`src/rtl/wb_arbiter_pkg.sv`:
```
// Shared writeback packet type and small helpers for the writeback arbiter slice.
package wb_arbiter_pkg;

    typedef struct packed {
        logic [5:0]  rob_idx;
        logic [1:0]  epoch;
        logic        is_branch;
        logic        mispredict;
        logic [15:0] data;
    } fu_wb_t;

    // Modulo-n increment by explicit compare, so non-power-of-two sizes wrap correctly.
    function automatic int unsigned wrap_inc(input int unsigned v, input int unsigned n);
        return (v == n - 1) ? 0 : v + 1;
    endfunction

endpackage

```
`src/rtl/wb_port_fifo.sv`:
```
// Per-FU circular writeback buffer with occupancy count; flush empties it in one edge.
module wb_port_fifo
    import wb_arbiter_pkg::*;
#(
    parameter int unsigned DEPTH = 2
) (
    input  logic                         clk,
    input  logic                         rst_n,
    input  logic                         flush,
    input  logic                         push,
    input  logic                         pop,
    input  fu_wb_t                       din,
    output fu_wb_t                       head,
    output logic [$clog2(DEPTH+1)-1:0]   cnt
);

    localparam int unsigned PW = (DEPTH > 1) ? $clog2(DEPTH) : 1;

    fu_wb_t          mem [DEPTH];
    logic [PW-1:0]   rd_ptr;
    logic [PW-1:0]   wr_ptr;

    always_ff @(posedge clk or negedge rst_n) begin
        if (!rst_n) begin
            rd_ptr <= '0;
            wr_ptr <= '0;
            cnt    <= '0;
            for (int unsigned i = 0; i < DEPTH; i++) mem[i] <= '0;
        end else if (flush) begin
            rd_ptr <= '0;
            wr_ptr <= '0;
            cnt    <= '0;
        end else begin
            if (push) begin
                mem[wr_ptr] <= din;
                wr_ptr      <= PW'(wrap_inc(32'(wr_ptr), DEPTH));
            end
            if (pop) rd_ptr <= PW'(wrap_inc(32'(rd_ptr), DEPTH));
            case ({push, pop})
                2'b10:   cnt <= cnt + 1'b1;
                2'b01:   cnt <= cnt - 1'b1;
                default: cnt <= cnt;
            endcase
        end
    end

    assign head = mem[rd_ptr];

    a_no_push_full: assert property (@(posedge clk) disable iff (!rst_n)
        !(push && (cnt == ($clog2(DEPTH+1))'(DEPTH))));

endmodule

```
`src/rtl/wb_arbiter.sv`:
```
// Round-robin merge of N_FU writeback streams onto the single ROB writeback port,
// holding the granted packet stable while the ROB stalls.
module wb_arbiter
    import wb_arbiter_pkg::*;
#(
    parameter int unsigned N_FU      = 4,
    parameter int unsigned BUF_DEPTH = 2
) (
    input  logic                      clk,
    input  logic                      rst_n,
    input  logic [N_FU-1:0]           fu_valid,
    output logic [N_FU-1:0]           fu_ready,
    input  fu_wb_t [N_FU-1:0]         fu_pkt,
    output logic                      wb_valid,
    input  logic                      wb_ready,
    output fu_wb_t                    wb_pkt,
    input  logic                      flush_valid,
    output logic [$clog2(N_FU)-1:0]   wb_grant_idx
);

    localparam int unsigned IW = $clog2(N_FU);
    localparam int unsigned CW = $clog2(BUF_DEPTH + 1);

    logic [CW-1:0]   cnt  [N_FU];
    fu_wb_t          head [N_FU];
    logic [N_FU-1:0] pend;
    logic [N_FU-1:0] pop;
    logic [IW-1:0]   rr;
    logic [IW-1:0]   lock_idx;
    logic            lock;
    logic [IW-1:0]   grant;
    logic            any_pend;
    logic            fire;

    for (genvar k = 0; k < N_FU; k++) begin : g_port
        assign pend[k]     = (cnt[k] != '0);
        assign fu_ready[k] = (cnt[k] != CW'(BUF_DEPTH)) && !flush_valid;
        assign pop[k]      = fire && (grant == IW'(k));

        wb_port_fifo #(.DEPTH(BUF_DEPTH)) u_fifo (
            .clk   (clk),
            .rst_n (rst_n),
            .flush (flush_valid),
            .push  (fu_valid[k] && fu_ready[k]),
            .pop   (pop[k]),
            .din   (fu_pkt[k]),
            .head  (head[k]),
            .cnt   (cnt[k])
        );
    end

    // Lock overrides the search so a stalled packet cannot be preempted.
    always_comb begin
        int unsigned j;
        logic        found;
        grant = '0;
        found = 1'b0;
        j     = 0;
        if (lock) begin
            grant = lock_idx;
        end else begin
            for (int unsigned i = 0; i < N_FU; i++) begin
                j = 32'(rr) + i;
                if (j >= N_FU) j = j - N_FU;
                if (!found && pend[IW'(j)]) begin
                    grant = IW'(j);
                    found = 1'b1;
                end
            end
        end
    end

    assign any_pend     = |pend;
    assign wb_valid     = any_pend && !flush_valid;
    assign fire         = wb_valid && wb_ready;
    assign wb_grant_idx = any_pend ? grant : '0;
    assign wb_pkt       = head[grant];

    always_ff @(posedge clk or negedge rst_n) begin
        if (!rst_n) begin
            rr       <= '0;
            lock     <= 1'b0;
            lock_idx <= '0;
        end else if (flush_valid) begin
            rr       <= '0;
            lock     <= 1'b0;
        end else if (fire) begin
            rr       <= IW'(wrap_inc(32'(grant), N_FU));
            lock     <= 1'b0;
        end else if (wb_valid) begin
            lock     <= 1'b1;
            lock_idx <= grant;
        end
    end

    a_hold_stable: assert property (@(posedge clk) disable iff (!rst_n)
        (wb_valid && !wb_ready) |=> $stable(wb_pkt));

    a_no_valid_in_flush: assert property (@(posedge clk) disable iff (!rst_n)
        flush_valid |-> !wb_valid);

endmodule
```
`config.mk`:
```
export PLATFORM = sky130hd
export DESIGN_NAME = wb_arbiter
export DESIGN_NICKNAME = d
export VERILOG_FILES = /design/src/rtl/wb_arbiter_pkg.sv /design/src/rtl/wb_port_fifo.sv /design/src/rtl/wb_arbiter.sv
export SDC_FILE = /design/constraint.sdc
export NUM_CORES = 1
export LEC_CHECK = 0
export CORE_MARGIN = 1
export CORE_UTILIZATION = 30
export DETAILED_ROUTE_END_ITERATION = 12
export SLEW_MARGIN = 10
export SYNTH_ARGS = -nofsm -noshare
export SYNTH_HDL_FRONTEND = slang
export SYNTH_SLANG_ARGS = --single-unit
```
`constraint.sdc`:
```
create_clock -name clk -period 5.1 [get_ports clk]
set_input_delay 0.51 -clock clk [delete_from_list [all_inputs] [get_ports clk]]
set_output_delay 0.51 -clock clk [all_outputs]
set_load 0.01 [all_outputs]
```
---- Word level (Yosys, flattened, before mapping) ----
Cells that the tools add are included.
word-level totals
  input bits .............................. 112
  logic and storage cells ................. 269
  flip-flop bits (word level) ............. 229
operators by class
  bitwise operators ....................... 11
  eq/ne operators ......................... 15
  reductions and logical operators ........ 50
  add/sub/neg operators ................... 24
  muxes and demuxes ....................... 93
  magnitude comparators ................... 21
operators with widths
  operator             number
  $mux 26              18
  $bwmux 52            4
  $demux 26 s1         4
  $bmux 26 s2          1
  $mux 2               21
  $mux 1               37
  $reduce_bool 2->1    13
  $logic_and 1x1->1    21
  $ge 2x2->1 const B   8
  $not 1->2            8
  $pmux 2 s2           4
  $sub 2x1->2 const B  8
  $reduce_bool 3->1    5
  $eq 2x2->1 const B   6
  $ge 3x3->1 const B   4
  $lt 2x3->1 const B   4
  $add 2x1->2 const B  5
  $eq 2x1->1 const B   5
  $add 1x1->1 const B  8
  $bmux 1 s2           4
  $lt 2x1->1 const B   4
  $ne 2x2->1 const B   4
  $reduce_and 2->1     4
  $add 2x2->3 const B  2
  8 further kinds      12

---- Longest topological paths before layout ----
  depth in word-level cells ............... 24
  mapped depth ............................ 13
  mapped depth without buffers ............ 10

---- By module ----
A second synthesis with hierarchy kept.
second synthesis, totals
  cells, all modules ...................... 1018
  area total of the unflattened synthesis .. 12308.1 µm²
by module, submodules not included
  module        seq. area each (µm²)  cells an instance  times used  area each (µm²)
  wb_port_fifo  1401.3                156                4           2457.4
  wb_arbiter    125.1                 394                1           2478.6

---- Least setup slack after synthesis ----
Ideal clock, no wire load.
  kind .................................... register to output
  start point ............................. register g_port[0].u_fifo.cnt[0]
  end point ............................... output port wb_pkt[25] (netlist bit)
  cell stages (with the launch flop) ...... 10
  path slack .............................. 2.209 ns
  arrival ................................. 2.381 ns
  required time ........................... 4.590 ns
  path through ............................ dfrtp_1 > buf_2 > or2_1 > nor3_1 > a2111oi_0 > a2111oi_2 > buf_6 > clkbuf_1 > o21ai_0 > o21ai_0
RTL lines
  what                    RTL line            source
  start, declared         wb_port_fifo.sv:14  output logic [$clog2(DEPTH+1)-1:0] cnt
  start signal, assigned  wb_port_fifo.sv:40  2'b10: cnt <= cnt + 1'b1;
  start signal, assigned  wb_port_fifo.sv:41  2'b01: cnt <= cnt - 1'b1;
  start signal, assigned  wb_port_fifo.sv:42  default: cnt <= cnt;
  end, declared           wb_arbiter.sv:16    output fu_wb_t wb_pkt,

==> key figures <==
Die
  – Row count: 69
  – Die Ht: just under 200 µm
  – Core area: ~0.036 mm²
  – Die area: 0.0370 mm²
  – Starting density of the core: 0.305
  – Top Ports: 145
  – Chip Width: a little under 200 µm

Global route
  – Largest net degree at the start of global routing: between 100 and 150
  – Vias in the first global route: 7522
  – Initial antenna violation count: 1
  – Grt total ovfl: 0
  – Overall Global Routing Usage: 0.158
  – First-pass GRT wire length: 44.5 mm

Worst setup path
  – CP peak stage delay: 0.65 ns
  – Critical path arrival: roughly 3.8 ns
  – Reg2Reg Launch Point: g_port[0].u_fifo.cnt[1]
  – Worst path slowest cell: a2111oi_0
  – Reg2reg end: g_port[2].u_fifo.cnt[1]
  – Worst Setup Path Type: register to output pin
  – Setup slack, reg-to-reg: 1.59 ns
  – Critical path data required time: 4.59 ns
  – CP delay by family, top: compound AO/OA/AOI/OAI gates
  – Setup crit end kind: output pin
  – Crit start category: register
  – CP Cell Sequence: or4_4 > a2111oi_0 > a2111oi_4 > buf_12 > nor2_1 > a21oi_1 > o21ai_0 > clkdlybuf4s50_1
  – Bufs and invs on worst path: 2
  – Critical Path Fanout Max: 75
  – R2r worst-path depth: 10

Synthesis
  – Post-synth top flop: dfrtp_1
  – Yosys top cell area share: 0.527
  – Sequential fraction of the synthesis area: 0.527
  – Mapped cell area: 0.0109 mm²
  – Synth top area cells: dfrtp_1, mux2_2, mux2i_1, o21ai_0, o211ai_1
  – Mean Syn Cell Area: ~13 µm²
  – Mux share of post-synthesis cell area: 0.321
  – FF+latch count, synth: roughly 230
  – Asr flop ratio synth: 1.00
  – Synth Area in Compound Gates: 0.0684
  – Synth Instances: about 850
  – Mapped Nets: about 960
  – Most numerous cell in the Yosys netlist: mux2_2
  – Cell taking the most area after synthesis: dfrtp_1
  – Largest family of logic cells by synthesized area: multiplexers
  – Post-synthesis xor/xnor area fraction: 0.0113
  – Top post-synthesis cells by count: mux2_2, dfrtp_1, mux2i_1
  – Post-synth EDFFs: 0
  – Unique masters post-synth: 48
  – Simple-gate share of the synthesized area: 0.0460
  – Post-synthesis adder-cell area fraction: 0.00115
  – Yosys warns: 0

Power and ir drop
  – Max VDD drop: 0.00107 V
  – Reg power frac: 0.317
  – P per Cell Area: 747 mW/mm²
  – Gate power share: 0.509
  – P_leak: 5.41 nW
  – Switch Pwr: 0.00385 W
  – Internal: ~0.0063 W
  – Clock Power Share: 0.174
  – Switching Share: 0.378

Job
  – Max-Cap Viols: 0

CTS
  – CTS max path bufs: 3
  – Root Buffer: clkbuf_16
  – Cts bufs inserted: 25
  – CTS tree: yes
  – Post-CTS Hold Buffers: 0
  – CTS H-tree lvls: 1
  – Setup Fix Bufs, Post-CTS: 0
  – Skew-Pair Late Insertion Delay: about 0.53 ns
  – Clock-pin slew on the worst setup and hold paths: about 0.060 ns
  – CTS-repair resized insts: 0
  – # clock sinks: approximately 230

Placement
  – GP Congestion: 0.834
  – Hpwl dp: 20.1 mm
  – Port bufs: 144

Route
  – Wire per inst: just under 20 µm
  – Initial DRC count: 363
  – DRC viols: 0
  – ANT nets after route: 0
  – Vias per cell: 4.86
  – Wirelength, routed: around 29 mm
  – Detailed-route via count: 7093
  – DR pass1 iterations: 4

Timing
  – Slew headroom: 0.250
  – Fmax: approximately 0.23 GHz
  – Worst-Margin Slew: between 1 and 1.5 ns
  – Clk_skew: 0.0141 ns
  – Final worst path period need: between 4 and 5 ns
  – Max-slew violations: 0
  – Setup TNS Final: 0 ns
  – Final Hold Fails: 5
  – Hold slack: -0.0195 ns
  – RSZ-0062 raised after global routing: no
  – Final setup viols: 0
  – Crit share post-route: 0.851

Run status
  – Violations in the final reports: hold timing
  – Status: finished with violations

Hold path
  – Hold Crit Class: input pin to async pin

Finish
  – Nets: between 1k and 1.5k
  – Share of cells above drive strength 1: 0.335
  – Layout area overhead: 25.5%
  – Final core occ: 0.383
layout by cell type, fill, tap and decap left out, drive strengths merged, types with 4 or more instances in the layout:
cell type,netlist,layout
mux2,261,261
dfrtp,229,229
clkdlybuf4s50,0,143
mux2i,55,55
nand2,49,49
o21ai,48,48
clkbuf,40,37
nor2,29,29
o211ai,26,26
a21oi,18,18
buf,14,17
inv,10,11
xnor2,8,8
nor3,7,7
xor2,6,6
or2,6,6
nand3,5,5
clkinv,0,4
a221oi,4,4
kinds of logic (layout without fill, tap and decap cells):
logic type | count (synthesis) | after routing
mux | 316 | 316
flops | 229 | 229
compound gates | 115 | 115
simple gates | 110 | 110
buf+inv | 64 | 213
xor+xnor | 14 | 14
fa+ha+maj | 1 | 1
other cells | 0 | 1
final cells by class:
type,instances,area [µm²]
antenna,1,2.50
clock buffer,37,741
clock inverter,6,58.8
fill,3469,21900
inverter,10,37.5
multi-input combinational,556,4900
sequential,229,5730
tap,461,577
timing repair buffer,160,1590
how the worst max path moves through the flow:
stage	from	to	depth (start not counted)
after floorplan	g_port[0].u_fifo.cnt[0]	wb_pkt[25]	9
after global placement	g_port[2].u_fifo.cnt[0]	wb_pkt[14]	8
after detailed placement	g_port[0].u_fifo.cnt[1]	wb_pkt[19]	7
after CTS	g_port[2].u_fifo.cnt[0]	wb_pkt[14]	8
after global routing	g_port[2].u_fifo.cnt[0]	wb_pkt[14]	8
final	g_port[2].u_fifo.cnt[0]	wb_pkt[14]	8
stage by stage:
| stage | instances | total power [W] | worst slack, ns | cell area, µm² | hold WS, ns |
|---|---|---|---|---|---|
| 3_3_place_gp | 1416 | 0.00843 | 1.37 | 12800 | 0.481 |
| 4_1_cts | 1459 | 0.0103 | 0.769 | 13600 | 0.0495 |
| 3_5_place_dp | 1416 | 0.00848 | 1.35 | 12800 | 0.488 |
| 2_1_floorplan | 849 | 0.00626 | 2.21 | 10900 | 0.214 |
| 5_1_grt | 1459 | 0.0109 | 0.481 | 13600 | 0.0718 |
| 6_report | 1460 | 0.0102 | 0.759 | 13600 | -0.0195 |
registers in the layout, indices dropped and copies added, names as in the netlist:
signal and count:
rr 2, g_port.u_fifo.mem 208, lock_idx 2, g_port.u_fifo.cnt 8
g_port.u_fifo.rd_ptr 4, g_port.u_fifo.wr_ptr 4, lock 1
power by group through the flow:
| stage | Sequential (W) | Clock [W] | Combinational (W) |
|---|---|---|---|
| after floorplan | 0.00304 | 0 | 0.00322 |
| final | 0.00323 | 0.00177 | 0.00518 |
| after CTS | 0.00323 | 0.00184 | 0.00526 |
| after global routing | 0.00336 | 0.00190 | 0.00566 |
| after detailed placement | 0.00326 | 0 | 0.00522 |
| after global placement | 0.00322 | 0 | 0.00521 |
per-layer routing:
metal / track usage / wire, µm / share of wire
met5: 0 / 0 / 0
met3: 0.0315 / 1510 / 0.053
met2: 0.261 / 13500 / 0.47
met1: 0.212 / 13000 / 0.45
met4: 0.0400 / 665 / 0.023
(Power assumes the default switching activity.)
